`src/rtl/round_key_store.sv`:
```
// rtl/round_key_store.sv - AES round-key buffer: capture from encryptor, reverse replay to decryptor
//
// Ports:
//   clk, rst            clock, asynchronous active-high reset
//   start               one-cycle pulse, new key session (latches cipher_key, sbox_in)
//   cipher_key, sbox_in cipher key and dynamic S-box selector from the encryptor
//   wr_en/wr_idx/wr_key round-key write port from the encryptor
//   rd_start            begin reverse replay (only honoured when all slots are written)
//   rd_valid/rd_ready   replay handshake; rd_key/rd_idx/rd_last are the beat payload
//   sbox_out            latched S-box selector for the decryptor
//   keys_full           all round slots written in this session
//   wr_err              sticky illegal-write flag
//   dec_valid/dec_data/ref_data/data_match  registered plaintext compare
module round_key_store #(
    parameter int KEY_W      = 128,
    parameter int NUM_ROUNDS = 10,
    parameter int IDX_W      = 4,
    parameter int SBOX_W     = 8
) (
    input  logic              clk,
    input  logic              rst,
    input  logic              start,
    input  logic [KEY_W-1:0]  cipher_key,
    input  logic [SBOX_W-1:0] sbox_in,
    input  logic              wr_en,
    input  logic [IDX_W-1:0]  wr_idx,
    input  logic [KEY_W-1:0]  wr_key,
    input  logic              rd_start,
    input  logic              rd_ready,
    output logic              rd_valid,
    output logic [KEY_W-1:0]  rd_key,
    output logic [IDX_W-1:0]  rd_idx,
    output logic              rd_last,
    output logic [SBOX_W-1:0] sbox_out,
    output logic              keys_full,
    output logic              wr_err,
    input  logic              dec_valid,
    input  logic [KEY_W-1:0]  dec_data,
    input  logic [KEY_W-1:0]  ref_data,
    output logic              data_match
);

    localparam logic [1:0] ST_IDLE  = 2'd0;
    localparam logic [1:0] ST_FILL  = 2'd1;
    localparam logic [1:0] ST_READY = 2'd2;
    localparam logic [1:0] ST_DRAIN = 2'd3;

    // Slot NUM_ROUNDS holds the cipher key; it is also the index of the final replay beat.
    localparam logic [IDX_W-1:0] LAST_IDX = IDX_W'(NUM_ROUNDS);

    logic [KEY_W-1:0]      slot_q [0:NUM_ROUNDS];

    logic [1:0]            state_q, state_d;
    logic [NUM_ROUNDS-1:0] valid_q, valid_d;
    logic                  keys_full_q, keys_full_d;
    logic                  wr_err_q, wr_err_d;
    logic                  data_match_q, data_match_d;
    logic [SBOX_W-1:0]     sbox_q, sbox_d;
    logic                  rd_valid_q, rd_valid_d;
    logic                  rd_last_q, rd_last_d;
    logic [IDX_W-1:0]      rd_idx_q, rd_idx_d;
    logic [KEY_W-1:0]      rd_key_q, rd_key_d;

    logic                  start_acc;
    logic                  wr_legal;
    logic [IDX_W-1:0]      next_idx;
    logic [IDX_W-1:0]      rd_slot;

    always_comb begin
        start_acc    = start && (state_q != ST_DRAIN);
        // A write coinciding with an accepted start is silently dropped, not flagged.
        wr_legal     = wr_en && !start_acc && (state_q == ST_FILL) && (wr_idx < LAST_IDX);

        state_d      = state_q;
        valid_d      = valid_q;
        keys_full_d  = keys_full_q;
        wr_err_d     = wr_err_q;
        data_match_d = data_match_q;
        sbox_d       = sbox_q;
        rd_valid_d   = rd_valid_q;
        rd_last_d    = rd_last_q;
        rd_idx_d     = rd_idx_q;
        rd_key_d     = rd_key_q;
        next_idx     = rd_idx_q + IDX_W'(1);
        rd_slot      = LAST_IDX - IDX_W'(1) - next_idx;

        if (start_acc) begin
            state_d      = ST_FILL;
            valid_d      = '0;
            keys_full_d  = 1'b0;
            wr_err_d     = 1'b0;
            data_match_d = 1'b0;
            sbox_d       = sbox_in;
        end else begin
            if (wr_en && !wr_legal) begin
                wr_err_d = 1'b1;
            end
            if (wr_legal) begin
                valid_d = valid_q | (NUM_ROUNDS'(1) << wr_idx);
                if (&valid_d) begin
                    state_d     = ST_READY;
                    keys_full_d = 1'b1;
                end
            end
            if (dec_valid) begin
                data_match_d = (dec_data == ref_data);
            end

            case (state_q)
                ST_READY: begin
                    if (rd_start) begin
                        state_d    = ST_DRAIN;
                        rd_valid_d = 1'b1;
                        rd_idx_d   = '0;
                        rd_last_d  = 1'b0;
                        rd_key_d   = slot_q[NUM_ROUNDS-1];
                    end
                end
                ST_DRAIN: begin
                    // The next beat's key is fetched at accept time so rd_key stays a flop output.
                    if (rd_ready) begin
                        if (rd_last_q) begin
                            state_d    = ST_READY;
                            rd_valid_d = 1'b0;
                            rd_last_d  = 1'b0;
                            rd_idx_d   = '0;
                            rd_key_d   = '0;
                        end else begin
                            rd_idx_d = next_idx;
                            if (next_idx == LAST_IDX) begin
                                rd_last_d = 1'b1;
                                rd_key_d  = slot_q[NUM_ROUNDS];
                            end else begin
                                rd_key_d  = slot_q[rd_slot];
                            end
                        end
                    end
                end
                default: ;
            endcase
        end
    end

    // Key storage is not reset; valid bits gate every read of it.
    always_ff @(posedge clk) begin
        if (start_acc) begin
            slot_q[NUM_ROUNDS] <= cipher_key;
        end
        if (wr_legal) begin
            slot_q[wr_idx] <= wr_key;
        end
    end

    always_ff @(posedge clk or posedge rst) begin
        if (rst) begin
            state_q      <= ST_IDLE;
            valid_q      <= '0;
            keys_full_q  <= 1'b0;
            wr_err_q     <= 1'b0;
            data_match_q <= 1'b0;
            sbox_q       <= '0;
            rd_valid_q   <= 1'b0;
            rd_last_q    <= 1'b0;
            rd_idx_q     <= '0;
            rd_key_q     <= '0;
        end else begin
            state_q      <= state_d;
            valid_q      <= valid_d;
            keys_full_q  <= keys_full_d;
            wr_err_q     <= wr_err_d;
            data_match_q <= data_match_d;
            sbox_q       <= sbox_d;
            rd_valid_q   <= rd_valid_d;
            rd_last_q    <= rd_last_d;
            rd_idx_q     <= rd_idx_d;
            rd_key_q     <= rd_key_d;
        end
    end

    assign rd_valid   = rd_valid_q;
    assign rd_key     = rd_key_q;
    assign rd_idx     = rd_idx_q;
    assign rd_last    = rd_last_q;
    assign sbox_out   = sbox_q;
    assign keys_full  = keys_full_q;
    assign wr_err     = wr_err_q;
    assign data_match = data_match_q;

endmodule

```
`config.mk`:
```
export PLATFORM = sky130hd
export DESIGN_NAME = round_key_store
export DESIGN_NICKNAME = d
export VERILOG_FILES = /design/src/rtl/round_key_store.sv
export SDC_FILE = /design/constraint.sdc
export NUM_CORES = 2
export LEC_CHECK = 0
export BUFFER_PORTS_ARGS = -buffer_cell sky130_fd_sc_hd__buf_4
export CAP_MARGIN = 20
export CORE_UTILIZATION = 40
export CTS_BUF_LIST = sky130_fd_sc_hd__clkbuf_2
export DETAILED_ROUTE_END_ITERATION = 8
export RECOVER_POWER = 50
export SLEW_MARGIN = 20
export SYNTH_ARGS = -nofsm -noshare
export SYNTH_HDL_FRONTEND = slang
export SYNTH_SLANG_ARGS = --single-unit
```
`constraint.sdc`:
```
create_clock -name clk -period 13.5 [get_ports clk]
set_input_delay 2.7 -clock clk [delete_from_list [all_inputs] [get_ports clk]]
set_output_delay 2.7 -clock clk [all_outputs]
set_load 0.02 [all_outputs]
```
======== Yosys cells after proc, flatten, opt, wreduce, memory -nomap -nowiden ========
Memories as Yosys holds them, arrays and structs flattened.
Index checks and enable logic that the tools add are counted.
W data, S select, Z words.
word-level totals
  bits in registers ....................... 157
  RAM bits ................................ 1408
  input port bits ......................... 531
  logic and storage cells ................. 84
  memories kept ........................... 1
memory list
  memory  words  width  rd ports  clocked after Yosys merged registers in  wr ports  line  source
  slot_q  11     128    3         0                                        1         51    logic [KEY_W-1:0] slot_q [0:NUM_ROUNDS];
operators by class
  add/subtract/negate cells ............... 2
  order comparisons ....................... 1
  eq/ne operators ......................... 9
  shifts and indexed selects .............. 1
  mux-type cells .......................... 41
  bitwise gates (word level) .............. 2
  reductions and logical operators ........ 17
operators by type and width
  operator                number
  $mux W128               5
  $pmux W128 S2           1
  $eq A128 B128 Y1        1
  $reduce_or A128 Y1      1
  $mux W10                2
  $mux W1                 19
  $mux W4                 4
  $mux W2                 6
  $or A10 B10 Y10         1
  $reduce_and A10 Y1      1
  $reduce_bool A2 Y1      5
  $shl A1 B4 Y10 const A  1
  $ne A2 B2 Y1 const B    4
  $pmux W4 S2             1
  $logic_and A1 B1 Y1     5
  $reduce_and A5 Y1       1
  $add A4 B1 Y4 const B   1
  $eq A2 B2 Y1 const B    2
  $eq A4 B4 Y1 const B    1
  $lt A4 B4 Y1 const B    1
  $pmux W1 S2             2
  $pmux W2 S2             1
  $reduce_and A4 Y1       1
  $sub A4 B4 Y4 const A   1
  other kinds (4)         5

======== Logic depth before layout (Yosys ltp) ========
  depth in word-level cells ............... 11
  gate-level depth with buffers ........... 9

======== Least setup slack after synthesis ========
Ideal clock, no wire load.
  kind .................................... input to register
  start ................................... in start
  end ..................................... mem slot_q[8][0], enable pin
  library setup time ...................... 0.774 ns
  arrival ................................. 12.168 ns
  data required time ...................... 12.726 ns
  path slack .............................. 0.558 ns
  cell stages on the path ................. 4
  cells stage by stage .................... a21bo_1 nand4_1 or3b_1 nor3_1
between the ends
  word-level cells in the longest chain between the ends .. 9
RTL lines
  element                                              line  source
  from (decl)                                          22    input logic start,
  $logic_and A1 B1 Y1 *                                70    start_acc = start && (state_q != ST_DRAIN);
  $logic_not A1 Y1                                     72    wr_legal = wr_en && !start_acc && (state_q == ST_FILL) && (wr_idx < LAST_IDX);
  $logic_and A1 B1 Y1 (3 in a row)                     72
  $mux W1                                              149   if (wr_legal) begin
  $mux W1 (not written as such)                        150   slot_q[wr_idx] <= wr_key;
  $reduce_or A128 Y1 (no source line)                  n/a
  $mux W4 (no source line) or $mux W1 (tied branches)  n/a
  to (decl)                                            51
Mark *: on every way between the ends. The rest lies on a longest branch, timed or not.

======== Worst setup path after layout ========
  start ................................... in start
  end ..................................... mem slot_q[10][100], enable pin
Same word-level chain as after synthesis.

==> flow_summary_export.csv <==
group,metric,value,unit
run_status,run_status,"complete, but fails checks",
run_status,failing_checks,"max-capacitance violations, max-slew violations",
power,powerDensity,138,nW/µm²
sta,setup_viol,0,
global_route,globalRoute.totalOverflow,0,
route,number_of_routed_nets_with_antenna_violations,0,
global_route,number_of_global_route_vias_before_repair,37822,
global_route,grt_first_pass_wirelength,263,mm
sta,finalWorstPathRequiredPeriod,9.10,ns
sta,max_clock_freq,110,MHz
synthesis,postSynthRegisterBits,1565,
clock_tree,number_of_levels_the_h_tree_was_split_into,5,
clock_tree,cts_hold_repair.buffers,0,
clock_tree,clk-insertion-delay-late,1.81,ns
synthesis,ys_types,46,
global_route,antenna_found_initial,12,
clock_tree,post_cts_setup_buffer_count,0,
synthesis,primary_flip_flop_cell_chosen_by_synthesis_mapping,"sky130_fd_sc_hd__edfxtp_1",
sta,rsz0062_at_grt,"no",
cells_and_area,multiInputGateArea,16600,µm²
sta,setup_total_negative_slack,0,ns
worst_setup_path,path_type_of_the_worst_setup_path,"primary input to register",
route,detail_route.first_pass.iterations,5,
worst_hold_path,hold_class,"register to register",
route,detail_route.drc_violations,0,
synthesis,postSynthCellCount,3229,
synthesis,mappedNetlistArea,63700,µm²
synthesis,synth-edff-count,1408,
route,drtIter0Drc,2348,
synthesis,average_cell_area_after_synthesis,19.7,µm²
synthesis,synth_most_common_cell,"sky130_fd_sc_hd__edfxtp_1",
floorplanning,core_area,158000,µm²
synthesis,synth_area_leader_cell,"sky130_fd_sc_hd__edfxtp_1",
route,detail_route.wl_per_cell,27.7,µm
worst_setup_path,worst-r2r-cell-count,3,
clock_tree,tritoncts,"done",
sta,hold_viol_final,0,
floorplanning,io_pins,676,
worst_hold_path,whs_path_depth,1,
floorplanning,start_util,40.3,%
cells_and_area,fill_cells,13650,
placed_design,place.detailed.hpwl,105,mm
cells_and_area,finalNetCount,4727,
sta,setup_slack,4.40,ns
synthesis,synth_top_area_share,66.4,%
floorplanning,design.die.area,161000,µm²
sta,tightest_slew,6.01,ns
global_route,grt_start_max_net_pins,129,
placed_design,place_congestion,0.908,
power,vdd.ir_drop.worst,75.3,µV
power,p_leak,0.0266,µW
sta,slew_headroom,-301,%
sta,fin_skew,0.162,ns
worst_setup_path,crit_path_dat,9.96,ns
cells_and_area,area_growth,17.4,%
clock_tree,post_cts_resize_count,0,
worst_setup_path,crit_path_max_fanout,61,
floorplanning,die_w,401,µm
cells_and_area,seq_area,46200,µm²
synthesis,async_reset_ff_share,10.0,%
synthesis,yosys-top-cells-area,"sky130_fd_sc_hd__edfxtp_1 66%, sky130_fd_sc_hd__mux4_2 14%, sky130_fd_sc_hd__dfrtp_1 6.2%",
cells_and_area,final_layout_size_suffix_gt1_share,42.1,%
synthesis,netlist_top_cells_count,"1408 x sky130_fd_sc_hd__edfxtp_1, 384 x sky130_fd_sc_hd__mux4_2, 293 x sky130_fd_sc_hd__nand2_1",
sta,whs,0.416,ns
worst_setup_path,setup.worst_path.end_class,"register",
clock_tree,clock_tree.root_cell,"sky130_fd_sc_hd__clkbuf_2",
route,dr_total_vias,35564,
synthesis,yosysWarningCount,0,
synthesis,seq_area_frac_synth,72.5,%
sta,layout_worst_path_cycle_share,67.4,%
clock_tree,numCtsBuffers,417,
floorplanning,core.rowCount,146,
synthesis,synth.net_count,3763,
clock_tree,clockBufferDepth,4,
clock_tree,clock-sinks,1565,
run,max_cap_viol_count,20,
worst_setup_path,worst_setup_path_start_kind,"primary input",
sta,finalMaxSlewViolations,894,
worst_setup_path,cp_data_required_time,14.36,ns
placed_design,pre_cts_ws,6.15,ns
route,finalWirelength,183,mm
route,avgViaCountPerCell,5.39,
clock_tree,cts.reportedPaths.clkPinSlew,0.10,ns
placed_design,io_buffer_count,675,
global_route,global_route.usage.total,22.8,%
floorplanning,dieHeight,401,µm
==> worst max-delay path, stage by stage <==
cell	delay [ns]
sky130_fd_sc_hd__clkbuf_4	0.11
sky130_fd_sc_hd__a21bo_1	0.75
sky130_fd_sc_hd__clkinvlp_2	4.01
sky130_fd_sc_hd__clkbuf_1	2.23
==> per-layer routing <==
| metal | part of all wire, % | up-vias | global-route usage (%) |
|---|---|---|---|
| li1 | - | 15420 | - |
| met1 | 40 | 18406 | 28.7 |
| met2 | 50 | 1477 | 38.0 |
| met3 | 6.6 | 255 | 5.29 |
| met4 | 3.3 | 6 | 9.01 |
| met5 | 0.025 | - | 0 |
==> kinds of logic after synthesis <==
family,Yosys count,synth area share [%]
adder cells (fa/ha/maj),3,0.0589
XOR/XNOR,123,1.69
buffers and inverters,206,1.56
multiplexers,640,18.1
AND/OR/NAND/NOR,400,2.67
AO/OA/AOI/OAI,292,3.38
flip-flops,1565,72.5
==> flip-flops by register name, summed over array words and instances (netlist names) <==
signal and count:
sbox_out 8, keys_full 1, rd_key 128, state_q 2
rd_valid 1, valid_q 10, rd_last 1, data_match 1
rd_idx 4, slot_q 1408, wr_err 1
==> layout by cell type, fill, tap and decap left out, drive strengths merged, types with 2 or more instances in the layout <==
master	netlist	final
edfxtp	1408	1408
buf	69	715
clkbuf	122	637
mux4	384	384
nand2	293	293
mux2	256	256
dfrtp	157	157
o21ai	139	139
a221o	128	128
clkinv	0	113
xnor2	112	112
nor2	33	33
nand4	32	32
inv	15	18
nor4	11	11
xor2	11	11
diode	0	8
a21oi	7	7
bufinv	0	6
nor2b	6	6
nand3	5	5
nand2b	5	5
nor3	4	4
o22ai	4	4
clkinvlp	0	4
a22o	3	3
ha	3	3
nor4b	2	2
nand4b	2	2
nor4bb	2	2
==> stage by stage <==
stage	util, %	cells	cell area [µm²]	power, µW
floorplan	-	3229	63700	6590
global placement	45.0	5845	71100	7180
detailed placement	45.0	5846	71100	7200
CTS	47.3	6588	74900	10500
global route	47.3	6596	74800	10800
finish	47.3	6596	74800	10300
==> final timing paths <==
path                           startpoint              end  slack [ns]
setup / recovery                    start  slot_q[10][100]        4.40
hold / removal             slot_q[10][90]       rd_key[90]        0.42
setup reg to reg               state_q[1]  slot_q[10][100]        4.82
hold reg to reg            slot_q[10][90]       rd_key[90]        0.42
max in group asynchronous             rst       rd_key[33]        5.97
min in group asynchronous             rst       rd_key[55]        2.78
==> where the power goes <==
part	switching, µW	internal, µW
Sequential	107	5440
Combinational	757	745
Clock	1940	1330
Total	2800	7520
==> final cells by class <==
class	count	area share, %
sequential	1565	61.8
multi-input combinational	1458	22.2
timing repair buffer	736	7.41
clock buffer	616	4.12
tap	2072	3.47
clock inverter	126	0.877
inverter	15	0.0787
antenna	8	0.0268
No activity file was read; power rests on OpenSTA's default activity.
